==> config.mk <==
export PLATFORM = sky130hd
export DESIGN_NAME = rps_game_ctrl
export DESIGN_NICKNAME = d
export VERILOG_FILES = /design/src/rtl/rps_game_ctrl.sv
export SDC_FILE = /design/constraint.sdc
export NUM_CORES = 1
export LEC_CHECK = 0
export CORE_MARGIN = 2
export CORE_UTILIZATION = 59
export DETAILED_ROUTE_END_ITERATION = 10
export GPL_TIMING_DRIVEN = 0
export PLACE_DENSITY = 0.75
export SYNTH_ARGS = -nofsm -noshare
export SYNTH_HDL_FRONTEND = slang
export SYNTH_SLANG_ARGS = --single-unit
==> constraint.sdc <==
create_clock -name clk -period 3.74 [get_ports clk]
set_clock_uncertainty 0.05 [all_clocks]
set_input_delay 0.561 -clock clk [delete_from_list [all_inputs] [get_ports clk]]
set_output_delay 0.561 -clock clk [all_outputs]
set_load 0.02 [all_outputs]
==> src/rtl/rps_game_ctrl.sv <==
// rps_game_ctrl -- rock-paper-scissors round sequencer feeding the VGA stage.
//
// Sequences IDLE -> CHOOSE -> REVEAL -> RESULT with timed holds. The computer
// hand comes from a free-running 16-bit Fibonacci LFSR (taps 16,14,13,11),
// sampled on the edge that captures the player's hand.
//
// Ports:
//   clk          system clock
//   rst          asynchronous active-high reset
//   btn_start    one-cycle pulse: start / restart a round
//   btn_rock     one-cycle pulse: player picks rock
//   btn_paper    one-cycle pulse: player picks paper
//   btn_scissors one-cycle pulse: player picks scissors
//   state        0=IDLE 1=CHOOSE 2=REVEAL 3=RESULT
//   com_hand     0=none 1=rock 2=paper 3=scissors
//   player_hand  same encoding as com_hand
//   result       0=none 1=player win 2=player lose 3=draw
//   win_cnt      saturating win counter   (only with RPS_SCORE_EN)
//   lose_cnt     saturating loss counter  (only with RPS_SCORE_EN)
//
// Optional feature macro: RPS_SCORE_EN adds the win/lose score counters.
module rps_game_ctrl #(
    parameter int unsigned REVEAL_CYCLES = 100000000,
    parameter int unsigned RESULT_CYCLES = 300000000,
    parameter logic [15:0] LFSR_SEED     = 16'hACE1
) (
    input  logic       clk,
    input  logic       rst,
    input  logic       btn_start,
    input  logic       btn_rock,
    input  logic       btn_paper,
    input  logic       btn_scissors,
    output logic [1:0] state,
    output logic [1:0] com_hand,
    output logic [1:0] player_hand,
`ifdef RPS_SCORE_EN
    output logic [7:0] win_cnt,
    output logic [7:0] lose_cnt,
`endif
    output logic [1:0] result
);

    localparam int unsigned MAX_CYCLES = (REVEAL_CYCLES > RESULT_CYCLES) ? REVEAL_CYCLES : RESULT_CYCLES;
    localparam int unsigned TIMER_W    = ($clog2(MAX_CYCLES) > 0) ? $clog2(MAX_CYCLES) : 1;
    localparam logic [TIMER_W-1:0] REVEAL_LAST = TIMER_W'(REVEAL_CYCLES - 1);
    localparam logic [TIMER_W-1:0] RESULT_LAST = TIMER_W'(RESULT_CYCLES - 1);

    typedef enum logic [1:0] {
        S_IDLE   = 2'd0,
        S_CHOOSE = 2'd1,
        S_REVEAL = 2'd2,
        S_RESULT = 2'd3
    } state_t;

    state_t             st;
    logic [TIMER_W-1:0] timer;
    logic [15:0]        lfsr;
    logic               lfsr_fb;
    logic [1:0]         lfsr_hand;
    logic               hand_valid;
    logic [1:0]         hand_sel;
    logic [2:0]         hand_diff;
    logic [1:0]         round_result;

    assign state = st;

    always_comb begin
        lfsr_fb   = lfsr[15] ^ lfsr[13] ^ lfsr[12] ^ lfsr[10];
        lfsr_hand = 2'(lfsr[7:0] % 8'd3) + 2'd1;
    end

    // Exactly one hand button accepted; any multi-press is dropped.
    always_comb begin
        hand_valid = 1'b1;
        hand_sel   = 2'd0;
        case ({btn_rock, btn_paper, btn_scissors})
            3'b100:  hand_sel = 2'd1;
            3'b010:  hand_sel = 2'd2;
            3'b001:  hand_sel = 2'd3;
            default: hand_valid = 1'b0;
        endcase
    end

    // 3-bit arithmetic so the +3 bias never wraps before the mod.
    always_comb begin
        hand_diff    = {1'b0, player_hand} - {1'b0, com_hand} + 3'd3;
        round_result = 2'd2;
        if (player_hand == com_hand)
            round_result = 2'd3;
        else if ((hand_diff % 3'd3) == 3'd1)
            round_result = 2'd1;
    end

    always_ff @(posedge clk or posedge rst) begin
        if (rst) begin
            st          <= S_IDLE;
            timer       <= '0;
            lfsr        <= LFSR_SEED;
            com_hand    <= '0;
            player_hand <= '0;
            result      <= '0;
`ifdef RPS_SCORE_EN
            win_cnt     <= '0;
            lose_cnt    <= '0;
`endif
        end else begin
            lfsr <= {lfsr[14:0], lfsr_fb};
            case (st)
                S_IDLE: begin
                    if (btn_start) begin
                        st          <= S_CHOOSE;
                        timer       <= '0;
                        com_hand    <= '0;
                        player_hand <= '0;
                        result      <= '0;
                    end
                end
                S_CHOOSE: begin
                    if (hand_valid) begin
                        st          <= S_REVEAL;
                        timer       <= '0;
                        player_hand <= hand_sel;
                        com_hand    <= lfsr_hand;
                    end
                end
                S_REVEAL: begin
                    if (timer == REVEAL_LAST) begin
                        st     <= S_RESULT;
                        timer  <= '0;
                        result <= round_result;
`ifdef RPS_SCORE_EN
                        if (round_result == 2'd1 && win_cnt != 8'hFF)
                            win_cnt <= win_cnt + 8'd1;
                        if (round_result == 2'd2 && lose_cnt != 8'hFF)
                            lose_cnt <= lose_cnt + 8'd1;
`endif
                    end else begin
                        timer <= timer + 1'b1;
                    end
                end
                S_RESULT: begin
                    // Restart takes priority over the auto-return timeout.
                    if (btn_start) begin
                        st          <= S_CHOOSE;
                        timer       <= '0;
                        com_hand    <= '0;
                        player_hand <= '0;
                        result      <= '0;
                    end else if (timer == RESULT_LAST) begin
                        st          <= S_IDLE;
                        timer       <= '0;
                        com_hand    <= '0;
                        player_hand <= '0;
                        result      <= '0;
                    end else begin
                        timer <= timer + 1'b1;
                    end
                end
                default: st <= S_IDLE;
            endcase
        end
    end

endmodule
# ---- Yosys cells after proc, flatten, opt, wreduce, memory -nomap -nowiden
# Index checks and enable logic that the tools add are counted.
# Widths: inputs -> output; s select.
dict set report totals {
  reg_bits 53
  latch_bits 0
  ram_bits 0
  mem_bits_ro 0
  in_bits 6
  output_inout_bits 8
  wordCells 61
  memories 0
}
dict set report op_classes {
  n_addsub 4
  mul 0
  n_div 2
  order_cmp 0
  eq_ne 14
  shift 0
  muxes 24
  n_bitwise 3
  n_reduce_logical 8
}
# op count
set ops {}
lappend ops {{$mux 29} 5}
lappend ops {{$pmux 29 s4} 1}
lappend ops {{$add 29x1->29 const B} 1}
lappend ops {{$eq 29x27->1 const B} 1}
lappend ops {{$eq 29x29->1 const B} 1}
lappend ops {{$mux 2} 12}
lappend ops {{$pmux 2 s3} 4}
lappend ops {{$reduce_and 4->1} 3}
lappend ops {{$mod 8x2->8 const B} 1}
lappend ops {{$pmux 2 s4} 1}
lappend ops {{$eq 3x1->1 const B} 2}
lappend ops {{$ne 2x2->1 const B} 3}
lappend ops {{$reduce_bool 3->1} 2}
lappend ops {{$eq 2x2->1 const B} 2}
lappend ops {{$add 3x2->3 const B} 1}
lappend ops {{$eq 3x2->1 const B} 1}
lappend ops {{$eq 3x3->1 const B} 1}
lappend ops {{$mod 3x2->3 const B} 1}
lappend ops {{$ne 3x3->1 const B} 1}
lappend ops {{$reduce_or 3->1} 1}
lappend ops {{$sub 2x2->3} 1}
lappend ops {{$xor 1x1->1} 3}
lappend ops {{$add 2x1->2 const B} 1}
lappend ops {{$eq 2x1->1 const B} 1}
lappend ops {{other kinds (4)} 4}

# ---- Longest topological paths before layout
dict set report depth {
  ltp_word 8
  depth_mapped 14
  mapped_depth_nobuf 13
}

# ---- Worst setup path before layout
# OpenSTA, ideal clock, no wires.
dict set report synth_path {
  kind {reg-to-reg}
  from {register lfsr[7]}
  to {register com_hand[1]}
  setup_time_ns 0.141
  t_arrival_ns 2.755
  required_ns 3.549
  path_slack_ns 0.794
  path_stages_with_launch 14
  n_path_buf 1
  period_less_slack_ns 2.946
  cell_sequence {dfstp_2 buf_2 nand2b_1 a21oi_1 o31a_1 nor3_2 inv_1 ha_1 nor2_1 mux2i_1 ha_1 and3_1 o211ai_1 o2111ai_1}
}
dict set report synth_via {
  elab_chain_cells 4
}
# item line
set synth_lines {}
lappend synth_lines {{from (decl)} 57} ;# logic [15:0] lfsr;
lappend synth_lines {{from (signal assigned)} 107} ;# lfsr <= {lfsr[14:0], lfsr_fb};
lappend synth_lines {{$mod 8x2->8} 69} ;# lfsr_hand = 2'(lfsr[7:0] % 8'd3) + 2'd1;
lappend synth_lines {{$add 2x1->2} 69}
lappend synth_lines {{$mux 2} 119} ;# if (hand_valid) begin
lappend synth_lines {{$pmux 2 s3} 108} ;# case (st)
lappend synth_lines {{to (signal assigned)} 123} ;# com_hand <= lfsr_hand;
lappend synth_lines {{to (decl)} 34} ;# output logic [1:0] com_hand,
# No other way between the ends. The select of a mux whose other input is x is not followed.
# A chain may end at the register's enable or synchronous reset.

# ---- Worst setup path after layout
# Ends and elaborated chain as after synthesis.

==> flow_summary.rst <==
.. list-table::
   :header-rows: 1

   * - Metric
     - Value
   * - Run status
     - complete, no violations
   * - Final Setup Violations
     - 0
   * - Clock net sink count
     - 53
   * - Clock H-tree levels
     - 2
   * - Leakage Power
     - 0.00142 uW
   * - Worst endpoint required time
     - 3.86 ns
   * - Number of maximum-capacitance violations
     - 0
   * - Flip-flop and latch count after synthesis
     - 53
   * - Syn Std Cell Area
     - 3010 um^2
   * - Avg Synthesized Cell Area
     - 9.45 um^2
   * - Endpoint type of the worst setup path
     - register
   * - Detailed-route via count
     - 2283
   * - Routed Antenna Nets
     - 0
   * - Clock transition time at the flip-flop clock pins of the worst setup and hold paths
     - 0.09 ns
   * - Clock tree from TritonCTS
     - done
   * - Top Ports
     - 14
   * - WL final
     - 5480 um
   * - Initial antenna violation count
     - 0
   * - Instance count of the mapped netlist
     - 319
   * - CTS-repair resized insts
     - 0
   * - Summed area of non-filler cells in the final layout
     - 3340 um^2
   * - Portion of total power attributed to the clock network
     - 19.3%
   * - Slew Limit Headroom
     - 35.8%
   * - Worst setup SP type
     - register
   * - Most instantiated flip-flop cell in the synthesis netlist
     - dfrtp_1
   * - Register share of total power
     - 39.2%
   * - Port-buffer cells
     - 13
   * - Max IR drop VDD
     - 292 uV
   * - Die W
     - 75.5 um
   * - Maximum number of pins on one net before global-route repair
     - 42
   * - EDFF count, synth
     - 0
   * - Crit-path leading delay family
     - simple AND/OR/NAND/NOR gates
   * - Pwr per Cell Area
     - 501 nW/um^2
   * - Post-CTS Setup Inserts
     - 0
   * - Layout Utilization
     - 66.7%
   * - Worst min-delay path class
     - register to register
   * - Post-CTS Hold Buffers
     - 0
   * - Net Count, Synth
     - 339
   * - Total negative slack
     - 0 ns
   * - Maximum fanout encountered on the critical timing path
     - 10
   * - Cell chosen for the clock root
     - clkbuf_8
   * - Global-route wire length before repair
     - 9370 um
   * - Cell Int Power
     - 1030 uW
   * - DP Cell Count
     - 403
   * - Global routing usage summed across all routing layers
     - 21.3%
   * - Number of hold-slack violations in the final timing report
     - 0
   * - Arrival time at the worst endpoint
     - 3.35 ns
   * - Sum of overflow across all layers after global routing
     - 0
   * - DR iter-0 viols
     - 131
   * - Net switching power of the design
     - 641 uW
   * - Most repeated cell in the gate-level netlist after synthesis
     - dfrtp_1
   * - Proportion of power drawn by combinational gates
     - 41.5%
   * - Fraction of the cycle the final worst path needs
     - 86.4%
   * - Area of the placeable core
     - 5010 um^2
   * - Post-route DRC violation count
     - 0
   * - Inserted Clock Buffers
     - 5
   * - Depth of the most critical reg-to-reg path
     - 13
   * - Cell area after placement
     - 3250 um^2
   * - Final weighted congestion of routability-driven global placement
     - 0.854
   * - Most numerous cell on the critical path
     - ha_1
   * - Number of buffers and inverters on the critical path
     - 2
   * - Cell type with the highest aggregate area in the netlist
     - dfrtp_1
   * - Worst path max stage delay
     - 0.53 ns
   * - Maximum number of buffers from clock root to sink
     - 2
   * - Sw Ratio
     - 38.3%
   * - Post-detailed-route wirelength per cell
     - 13.3 um
   * - Clock period minus final worst setup slack
     - 3.23 ns
   * - Final Non-Filler Cells
     - 411
   * - Sequential-to-total area share from yosys stat
     - 44.3%
   * - Area share of the largest cell type after synthesis
     - 37.4%
   * - Antenna diodes
     - 0
   * - Site Rows
     - 26
   * - Die ar.
     - 5700 um^2
   * - Category of the most critical setup path
     - register to register
   * - Net count, final
     - 360
   * - Fraction of final layout cells sized beyond drive strength 1
     - 9.97%
   * - Insertion delay of the later-clocked pin in the worst-skew pair
     - 0.30 ns
   * - Fraction of synthesis flops using an asynchronous set or reset pin
     - 100%
   * - Vias in the first global route
     - 2096
   * - Unrepaired setup endpoints after global routing
     - no
   * - Initial cell density of the core
     - 60.2%
   * - Die extent in y
     - 75.5 um
   * - Number of gates on the worst path with buffers counted
     - 13
   * - Count of final max-slew check failures
     - 0
   * - Yosys Warn Count
     - 0
   * - Dominant cells by area after synthesis
     - dfrtp_1 (37%), dfstp_2 (7.0%), ha_1 (5.4%)
   * - Hold Path Stages
     - 0
   * - Worst slew pin tran
     - 0.954 ns
   * - Number of detailed-routing iterations run before antenna repair
     - 4
   * - Sequence of cells on the critical path
     - buf_2 -> nand2b_1 -> a21oi_1 -> o31a_1 -> nor3_2 -> inv_1 -> ha_1 -> nor2_1 -> mux2i_1 -> ha_1 -> and3_1 -> o211ai_1 -> o2111ai_1
   * - Master of the slowest instance on the critical path
     - dfstp_2
   * - Highest attainable clock frequency
     - 0.309 GHz
   * - Area overhead of the layout relative to synthesis
     - 10.9%
   * - Number of library cell types mapped by synthesis
     - 51
   * - Average via count per standard cell
     - 5.55
   * - Ranking of synthesized cells by instance count
     - dfrtp_1 (45), nor2_1 (31), nand2_1 (28), o21ai_0 (26), xor2_1 (18)
   * - HPWL Detailed
     - 4020 um
## sequential cells by signal (all words and copies together), names as in the netlist
name	cells
com_hand	2
lfsr	16
timer	29
state	2
player_hand	2
result	2
## kinds of logic after synthesis
group / synth area share (%)
simple gates: 24.6
compound gates: 12.7
flops: 44.3
xor+xnor: 7.85
buf+inv: 3.74
fa+ha+maj: 6.06
mux: 0.664
## final timing paths
| kind | startpoint | to | slack, ns |
|---|---|---|---|
| max | lfsr[7] | com_hand[1] | 0.51 |
| min | lfsr[9] | lfsr[10] | 0.31 |
| max reg2reg | lfsr[7] | com_hand[1] | 0.51 |
| min reg2reg | lfsr[9] | lfsr[10] | 0.31 |
| max in group asynchronous | rst | lfsr[5] | 2.60 |
| min in group asynchronous | rst | state[1] | 0.46 |
## power groups by stage
stage                     sequential, uW  combinational, uW  clock [uW]
after floorplan                      700                451           0
after global placement               666                665           0
after detailed placement             668                693           0
after CTS                            656                696         334
after global routing                 663                801         357
final                                656                695         324
## stage by stage
stage / setup WS (ns) / total power (uW) / hold WS (ns)
after CTS: 0.485 / 1690 / 0.315
after floorplan: 0.794 / 1150 / 0.281
after global routing: 0.261 / 1820 / 0.320
after global placement: 0.555 / 1330 / 0.286
after detailed placement: 0.493 / 1360 / 0.289
final: 0.508 / 1670 / 0.313
## final cells by class
class	count	area (um^2)
timing repair buffer	14	150
fill	426	1670
buffer	11	56.3
clock buffer	8	90.1
inverter	15	56.3
multi-input combinational	240	1570
tap	70	87.6
sequential	53	1340
## cells in the final DEF (no fill, tap or decap), types with 3 or more instances in the layout
cell,netlist,layout
inv_1,15,14
nand4b_1,3,3
nor3_1,8,8
or3_1,3,3
clkbuf_8,0,6
dfrtp_1,45,45
a21o_1,4,4
clkbuf_1,4,6
o31ai_1,5,5
nand3_1,15,15
nor2_1,31,31
a21oi_1,10,10
clkdlybuf4s50_1,0,13
a211oi_1,3,3
nor2b_1,4,4
xor2_1,18,18
nand2b_1,8,8
xnor2_1,9,9
buf_2,6,6
and2_1,3,3
dfstp_2,8,8
nand4_1,4,4
or2_2,3,3
and3_1,6,6
nand2_1,28,28
ha_1,13,13
o21ai_0,26,26
nor3b_1,3,3
## routing by layer
metal	global-route usage, %	wire length, um	vias up
li1	-	-	1159
met1	29.8	2700	1078
met2	34.1	2480	41
met3	4.10	238	5
met4	5.65	59	0
met5	0	0	-
Note: power is estimated with default switching activity, not from simulation.
